`config.mk`:
```
export PLATFORM = sky130hd
export DESIGN_NAME = vector_mem_stage
export DESIGN_NICKNAME = d
export VERILOG_FILES = /design/src/rtl/vmem_pkg.sv /design/src/rtl/vmem_lane_seq.sv /design/src/rtl/vector_mem_stage.sv
export SDC_FILE = /design/constraint.sdc
export NUM_CORES = 1
export LEC_CHECK = 0
export CORE_AREA = 2 2 225 227
export CTS_BUF_LIST = sky130_fd_sc_hd__clkbuf_16
export CTS_CLUSTER_DIAMETER = 60
export CTS_CLUSTER_SIZE = 28
export DETAILED_ROUTE_END_ITERATION = 6
export DIE_AREA = 0 0 227 229
export GPL_ROUTABILITY_DRIVEN = 0
export GPL_TIMING_DRIVEN = 0
export PLACE_DENSITY = 0.62
export SETUP_SLACK_MARGIN = 0.15
export SYNTH_ARGS = -nofsm -noshare
export SYNTH_HDL_FRONTEND = slang
export SYNTH_SLANG_ARGS = --single-unit
```
`constraint.sdc`:
```
create_clock -name clk -period 4.2 [get_ports clk]
set_clock_uncertainty 0.1 [all_clocks]
set_input_delay 0.84 -clock clk [delete_from_list [all_inputs] [get_ports clk]]
set_output_delay 0.84 -clock clk [all_outputs]
set_load 0.05 [all_outputs]
```
`src/rtl/vmem_pkg.sv`:
```
// Shared types and constants for the vector memory stage.
// Lane width and lane count are fixed here; vec_t is the packed 16 x 8-bit vector.
package vmem_pkg;

  localparam int unsigned N     = 8;
  localparam int unsigned LANES = 16;
  localparam int unsigned LW    = $clog2(LANES);

  typedef enum logic [1:0] {
    StIdle,
    StAccess,
    StDone
  } state_e;

  typedef logic [N-1:0] lane_t;
  typedef lane_t [LANES-1:0] vec_t;

endpackage

```
`src/rtl/vmem_lane_seq.sv`:
```
// Lane counter and lane address generator for the vector memory stage.
// The address is base + lane and deliberately wraps modulo 2^AW.
module vmem_lane_seq import vmem_pkg::*; #(
  parameter int unsigned AW = 16
) (
  input  logic          clk,
  input  logic          reset,
  input  logic          clr_i,
  input  logic          adv_i,
  input  logic [AW-1:0] base_i,
  output logic [LW-1:0] lane_o,
  output logic [AW-1:0] addr_o,
  output logic          last_o
);

  logic [LW-1:0] lane_q, lane_d;

  always_comb begin
    lane_d = lane_q;
    if (clr_i) begin
      lane_d = '0;
    end else if (adv_i) begin
      lane_d = lane_q + 1'b1;
    end
  end

  always_ff @(posedge clk or negedge reset) begin
    if (!reset) begin
      lane_q <= '0;
    end else begin
      lane_q <= lane_d;
    end
  end

  assign lane_o = lane_q;
  assign addr_o = base_i + AW'(lane_q);
  assign last_o = (lane_q == LW'(LANES - 1));

endmodule

```
`src/rtl/vector_mem_stage.sv`:
```
// Vector memory stage: serialises a 16-lane load/store onto a byte-wide memory port.
// Optional per-lane masking is enabled with `define VMEM_LANE_MASK_EN.
module vector_mem_stage import vmem_pkg::*; #(
  parameter int unsigned AW = 16
) (
  input  logic                    clk,
  input  logic                    reset,
  input  logic                    start,
  input  logic                    MemRead,
  input  logic                    MemWrite,
  input  logic [AW-1:0]           Addr,
  input  logic [LANES-1:0][N-1:0] WD,
  input  logic [LANES-1:0][N-1:0] ALUOut,
  input  logic [3:0]              WA3,
  input  logic                    RegWrite,
  input  logic                    MemtoReg,
`ifdef VMEM_LANE_MASK_EN
  input  logic [LANES-1:0]        LaneMask,
`endif
  output logic                    mem_req,
  output logic                    mem_we,
  output logic [AW-1:0]           mem_addr,
  output logic [N-1:0]            mem_wdata,
  input  logic [N-1:0]            mem_rdata,
  input  logic                    mem_ack,
  output logic [LANES-1:0][N-1:0] RD,
  output logic [LANES-1:0][N-1:0] ALUOutQ,
  output logic [3:0]              WA3Q,
  output logic                    RegWriteQ,
  output logic                    MemtoRegQ,
  output logic                    stall,
  output logic                    cargar
);

  state_e        state_q, state_d;
  logic [AW-1:0] base_q, base_d;
  vec_t          wd_q, wd_d;
  vec_t          rd_q, rd_d;
  vec_t          alu_q, alu_d;
  logic [3:0]    wa3_q, wa3_d;
  logic          regwrite_q, regwrite_d;
  logic          memtoreg_q, memtoreg_d;
  logic          store_q, store_d;

  logic          seq_clr, seq_adv, last_lane, lane_en, is_mem;
  logic [LW-1:0] lane;

`ifdef VMEM_LANE_MASK_EN
  logic [LANES-1:0] mask_q, mask_d;
  assign lane_en = mask_q[lane];
`else
  assign lane_en = 1'b1;
`endif

  assign is_mem = MemRead | MemWrite;

  vmem_lane_seq #(
    .AW(AW)
  ) u_lane_seq (
    .clk   (clk),
    .reset (reset),
    .clr_i (seq_clr),
    .adv_i (seq_adv),
    .base_i(base_q),
    .lane_o(lane),
    .addr_o(mem_addr),
    .last_o(last_lane)
  );

  always_comb begin
    state_d    = state_q;
    base_d     = base_q;
    wd_d       = wd_q;
    rd_d       = rd_q;
    alu_d      = alu_q;
    wa3_d      = wa3_q;
    regwrite_d = regwrite_q;
    memtoreg_d = memtoreg_q;
    store_d    = store_q;
`ifdef VMEM_LANE_MASK_EN
    mask_d     = mask_q;
`endif
    seq_clr    = 1'b0;
    seq_adv    = 1'b0;
    unique case (state_q)
      StIdle: begin
        if (start) begin
          alu_d      = ALUOut;
          wa3_d      = WA3;
          regwrite_d = RegWrite;
          memtoreg_d = MemtoReg;
          if (is_mem) begin
            base_d  = Addr;
            wd_d    = WD;
            store_d = MemWrite;
`ifdef VMEM_LANE_MASK_EN
            mask_d  = LaneMask;
`endif
            seq_clr = 1'b1;
            state_d = StAccess;
          end
        end
      end
      StAccess: begin
        // Masked-off lanes retire in one cycle without waiting for an ack.
        if (mem_ack || !lane_en) begin
          seq_adv = 1'b1;
          if (!store_q) begin
            rd_d[lane] = lane_en ? mem_rdata : '0;
          end
          if (last_lane) begin
            state_d = StDone;
          end
        end
      end
      StDone: begin
        state_d = StIdle;
      end
      default: begin
        state_d = StIdle;
      end
    endcase
  end

  always_ff @(posedge clk or negedge reset) begin
    if (!reset) begin
      state_q    <= StIdle;
      base_q     <= '0;
      wd_q       <= '0;
      rd_q       <= '0;
      alu_q      <= '0;
      wa3_q      <= '0;
      regwrite_q <= 1'b0;
      memtoreg_q <= 1'b0;
      store_q    <= 1'b0;
`ifdef VMEM_LANE_MASK_EN
      mask_q     <= '0;
`endif
    end else begin
      state_q    <= state_d;
      base_q     <= base_d;
      wd_q       <= wd_d;
      rd_q       <= rd_d;
      alu_q      <= alu_d;
      wa3_q      <= wa3_d;
      regwrite_q <= regwrite_d;
      memtoreg_q <= memtoreg_d;
      store_q    <= store_d;
`ifdef VMEM_LANE_MASK_EN
      mask_q     <= mask_d;
`endif
    end
  end

  // stall and cargar also respond combinationally to a start seen in IDLE.
  always_comb begin
    mem_req   = (state_q == StAccess) && lane_en;
    mem_we    = mem_req && store_q;
    mem_wdata = wd_q[lane];
    stall     = (state_q == StAccess) || ((state_q == StIdle) && start && is_mem);
    cargar    = (state_q == StDone) || ((state_q == StIdle) && start && !is_mem);
  end

  assign RD        = rd_q;
  assign ALUOutQ   = alu_q;
  assign WA3Q      = wa3_q;
  assign RegWriteQ = regwrite_q;
  assign MemtoRegQ = memtoreg_q;

endmodule

```
## After elaboration in Yosys (flattened, before gate mapping)

Index checks and enable logic that the tools add are counted.

| storage, ports and cells | value |
|---|---|
| flip-flop bits (word level) | 413 |
| bits of input ports | 292 |
| output and inout port bits | 290 |

| operators by class | value |
|---|---|
| add/subtract/negate cells | 2 |
| magnitude comparators | 2 |
| equal/unequal tests | 7 |
| muxes and demuxes | 17 |
| bitwise logic cells | 2 |
| reductions and logical operators | 14 |

Operators with widths:

| cell | number |
|---|---|
| bitwise mux 128 bit | 1 |
| binary-select mux 8 bit (select 4 bit) | 1 |
| demux 8 bit (select 4 bit) | 1 |
| adder 16 x 4 -> 16 bit | 1 |
| two-way mux 8 bit | 2 |
| two-way mux 2 bit | 4 |
| two-way mux 4 bit | 2 |
| AND reduction 3 bit | 2 |
| logical AND 1 bit | 5 |
| less-than comparator 4 x 5 -> 1 bit (second input constant) | 1 |
| two-way mux 1 bit | 5 |
| adder 4 x 1 -> 4 bit (second input constant) | 1 |
| == test 4 bit (second input constant) | 1 |
| greater-or-equal comparator 4 x 1 -> 1 bit (second input constant) | 1 |
| inequality test 2 x 1 -> 1 bit (second input constant) | 2 |
| inequality test 2 bit (second input constant) | 2 |
| one-hot mux 2 bit (2 select lines) | 1 |
| AND reduction 4 bit | 1 |
| == test 2 x 1 -> 1 bit (second input constant) | 1 |
| == test 2 bit (second input constant) | 1 |
| zero test 2 bit | 1 |
| logical OR 1 bit | 2 |
| AND reduction 2 bit | 1 |
| nonzero test 2 bit | 1 |
| other kinds (3) | 3 |

## Longest topological paths before layout

| logic depth | value |
|---|---|
| depth in word-level cells | 5 |
| mapped depth | 8 |

## Modules after synthesis

Synthesis repeated with hierarchy kept, for this count alone.

| unflattened totals | value |
|---|---|
| cells, all modules | 1031 |
| area, all modules | 16997.6 um^2 |

By module, submodules not included:

| module | instances | cells each | area an instance (um^2) | seq. area each (um^2) |
|---|---|---|---|---|
| vector_mem_stage | 1 | 971 | 16447.0 | 10234.8 |
| vmem_lane_seq | 1 | 60 | 550.5 | 100.1 |

## Worst setup path before layout

Ideal clock, no wire load.

| timing path | value |
|---|---|
| path type | reg2out |
| from | reg u_lane_seq.lane_q[0] (netlist: u_lane_seq.lane_o[0]) |
| to | out mem_addr[10] |
| arrival | 2356 ps |
| path slack | 904 ps |
| stages on the path, launching flop included | 7 |
| path buffers | 0 |
| path through | dfrtp_1 ha_1 fa_1 a211oi_1 nor3_1 and3_1 xor2_1 |

| on the way | value |
|---|---|
| word-level cells in the longest chain between the ends | 1 |

Ends and longest elaborated chain:

| what | line | source |
|---|---|---|
| start: declaration | vmem_lane_seq.sv:16 | `logic [LW-1:0] lane_q, lane_d;` |
| start signal: assignment | vmem_lane_seq.sv:31 | `lane_q <= lane_d;` |
| adder 16 x 4 -> 16 bit | vmem_lane_seq.sv:36 | `assign addr_o = base_i + AW'(lane_q);` |
| end: declaration | vector_mem_stage.sv:22 | `output logic [AW-1:0] mem_addr,` |

Every way passes these cells.

## Worst setup path after layout

| timing path | value |
|---|---|
| from | reg u_lane_seq.lane_q[0] (netlist: u_lane_seq.lane_o[0]) |
| to | out mem_wdata[1] |

| on the way | value |
|---|---|
| word-level cells in the longest chain between the ends | 2 |

Ends and longest elaborated chain:

| what | line | source |
|---|---|---|
| binary-select mux 8 bit (select 4 bit) | vector_mem_stage.sv:159 | `mem_wdata = wd_q[lane];` |
| two-way mux 8 bit (not written as such) | vector_mem_stage.sv:159 |  |
| end: declaration | vector_mem_stage.sv:23 | `output logic [N-1:0] mem_wdata,` |

Every way passes these cells. The select of a mux whose other input is x is not followed.

==> qor.txt <==
Core box area: 49700 um2
CTS sink cnt: 413
Kind of end point of the critical path: primary output
Slew @ Worst Pin: 0.742 ns
Fraction of layout instances using a drive strength above 1: 33.8%
Number of flops mapped to enable cells by yosys: 0
TritonCTS clock tree: yes
Maximum operating frequency: 258 MHz
# setup viols final: 0
Netlist area before placement: 16800 um2
Initial antenna violation count: 20
Final hold violation count: 0
Remaining design rule violation count: 0
Crit-path max FO: 10
Syn avg cell area: 16.2 um2
Final Hold Slack: 0.185 ns
IO Port Bufs: 581
Signed area change from the synthesized netlist to the final layout: 47.7%
Required time of the critical path: 3.26 ns
Count of distinct cell types in the synthesized netlist: 40
Number of routed nets with antenna violations: 0
Fin cells: 2364
Int Power: 12.4 mW
Number of max-cap violations: 0
Clk network pwr share: 15.9%
Clock latency reported for the late side of the worst-skew pair: 0.56 ns
Period Utilization, post-route: 92.4%
Floorplan die height: 229 um
Sequential fraction of the synthesis area: 61.4%
Final critical path time including I/O delays and setup: 3.88 ns
Sum of negative setup slack: 0 ns
Number of global-route vias before repair: 12300
Critical Path Slowest Stage Cell: mux4_2
Gr usage total: 20.8%
Post-synth net total: 1337
CP dominant cell by count: buf_4
Average via count per standard cell: 4.74
Initial Utilization: 33.9%
Crit Path Category: register to primary output
Routed len/inst: 23.0 um
Min-delay worst type: input pin to async pin
Cells after Synth: 1036
IO Pins: 582
DRT iter0 DRCs: 492
Site Rows: 82
Initial DRT Pass Iterations: 4
Die width: 227 um
Total number of vias: 11200
TritonCTS Buffers: 36
Root Buffer Master: clkbuf_16
Status: finished clean
Total routed wirelength: 54400 um
Clk pin slew, worst setup/hold paths: 0.08 ns
Cell family contributing the most delay on the critical path: buffers and inverters
Fraction of power consumed by combinational cells: 53.6%
Top post-synthesis cells by area: dfrtp_1 (61%), mux2_2 (27%), mux4_2 (4.3%)
Post-synthesis cell type with the largest combined area: dfrtp_1
Net switching fraction of the power: 45.0%
Asr flop ratio synth: 100%
Maximum VDD drop: 0.000632 V
Headroom to the max-slew limit: 50.6%
Placed Area: 23600 um2
Post-Layout Inst Area: 24900 um2
Share of the synthesized area in the top cell type: 61.4%
Final core utilization: 50.0%
Total buffers and inverters traversed by the critical path: 3
Static power due to leakage: 10.5 nW
RSZ-0062 raised after global routing: false
Congestion Overflow GR: 0
Critical path launch point type: register
Power density over the cells: 909 nW/um2
Die area: 52000 um2
Nets: 1959
Maximum number of pins on one net before global-route repair: 116
Longest individual stage delay on the worst path: 0.62 ns
Yosys synthesis warning count: 0
Sequential fraction of design power: 30.5%
Critical path data arrival time: 2.94 ns
Seq cells post-synth: 413
Cts hold-fix bufs: 0
Sw Pwr: 10.2 mW
Number of placed instances, taps included: 2292
Maximum count of clock buffers along a single path: 3
Critical path cell sequence: buf_4 -> buf_4 -> mux4_2 -> a22oi_1 -> nand2_1 -> dlygate4sd2_1
Count of pins over their slew limit: 0
Wire length of the first global-routing pass: 79400 um
H-tree lvl count: 2
Dpl hpwl: 42100 um
Top flip-flop cell by instance count after synthesis: dfrtp_1
-- flip-flops by register name (all words and copies together), names as in the netlist --
| register | count |
|---|---|
| ALUOutQ | 128 |
| MemtoRegQ | 1 |
| RD | 128 |
| RegWriteQ | 1 |
| WA3Q | 4 |
| base_q | 16 |
| state_q | 2 |
| store_q | 1 |
| u_lane_seq.lane_o | 4 |
| wd_q | 128 |
-- cell families (layout without fill, tap and decap cells) --
kind of cell / after synthesis / after routing / synth area share [%]
xor gates and xnor gates: 15 / 15 / 0.781
AOI/OAI and AO/OA: 29 / 29 / 1.23
muxes: 438 / 438 / 31.5
DFF: 413 / 413 / 61.4
adders and majority gates: 9 / 9 / 0.714
other: 0 / 8 / 0
buffers and inverters: 60 / 708 / 1.83
and+or+nand+nor: 72 / 72 / 2.57
-- repair_timing --
action | CTS | global route
endpoints found under the setup margin | 19 | 7
hold endpoints to repair | 0 | 0
setup buffers | 0 | 0
pin swaps | 0 | 0
gates resized for setup | 40 | 8
cloned | 0 | 0
-- power by group through the flow --
stage	Combinational, mW	Clock [mW]	Sequential (mW)
after global routing	12.6	3.85	7.13
after floorplan	3.98	0	10.7
final	12.1	3.59	6.89
after global placement	12.2	0	6.91
after detailed placement	12.3	0	6.96
after CTS	12.2	3.70	6.90
-- cell usage after synthesis (5+ instances only) --
| cell type | n |
|---|---|
| a22oi_1 | 16 |
| buf_2 | 36 |
| buf_4 | 10 |
| clkbuf_1 | 11 |
| dfrtp_1 | 413 |
| ha_1 | 8 |
| mux2_1 | 7 |
| mux2_2 | 399 |
| mux4_2 | 32 |
| nand2_1 | 17 |
| nand2_2 | 12 |
| nand3_1 | 8 |
| nor2_1 | 9 |
| xnor2_1 | 10 |
| xor2_1 | 5 |
-- path summary, 6_finish.rpt --
check | from | endpoint | slack (ns) | depth (start not counted)
max in group asynchronous | reset | wd_q[75] | 2.31 | 3
min reg2reg | RD[3] | RD[3] | 0.39 | 1
max | u_lane_seq.lane_o[0] | mem_wdata[1] | 0.32 | 6
max reg2reg | u_lane_seq.lane_o[1] | RD[108] | 1.69 | 8
min | reset | ALUOutQ[68] | 0.18 | 1
min in group clk | RD[3] | RD[3] | 0.39 | 1
-- routing by layer --
layer,part of all wire [%],vias up,track usage [%]
met1,38,5717,24.0
met5,0.25,-,0
met4,2.6,20,6.84
met2,50,385,35.8
li1,-,5002,-
met3,8.9,91,7.27
-- worst register-to-register path, cell delays in order, from the launching register on --
cell and delay [ns]:
dfrtp_1 0.48, clkbuf_4 0.33, buf_4 0.30, inv_1 0.10, ha_1 0.18, and2_1 0.12, buf_2 0.16, nand2_2 0.25
mux2_2 0.38
-- final cells by class --
type | instances | area (um2)
antenna | 8 | 20.0
buffer | 58 | 328
clock buffer | 37 | 926
clock inverter | 27 | 327
fill | 4440 | 24800
inverter | 2 | 7.51
multi-input combinational | 563 | 6190
sequential | 413 | 10300
tap | 672 | 841
timing repair buffer | 584 | 5880
-- layout by cell type (no fill, tap or decap), drive strengths merged, types with 4 or more instances in the layout --
cell type | Yosys | routed
and2 | 5 | 5
buf | 47 | 50
a21oi | 4 | 4
mux4 | 32 | 32
diode | 0 | 8
nor2 | 10 | 10
mux2 | 406 | 406
dfrtp | 413 | 413
clkdlybuf4s50 | 0 | 559
dlygate4sd2 | 0 | 14
xor2 | 5 | 5
bufinv | 0 | 4
nand2 | 29 | 29
clkbuf | 11 | 52
ha | 8 | 8
a22oi | 16 | 16
nor2b | 4 | 4
clkinv | 0 | 12
nand3 | 8 | 8
inv | 2 | 13
xnor2 | 10 | 10
-- through the flow --
step	total power [mW]	setup WS [ns]
floorplan	14.7	0.904
global placement	19.1	-16.42
detailed placement	19.2	-0.335
CTS	22.8	0.154
global route	23.6	0.169
finish	22.6	0.318
Power figures use the tool's default switching activity.
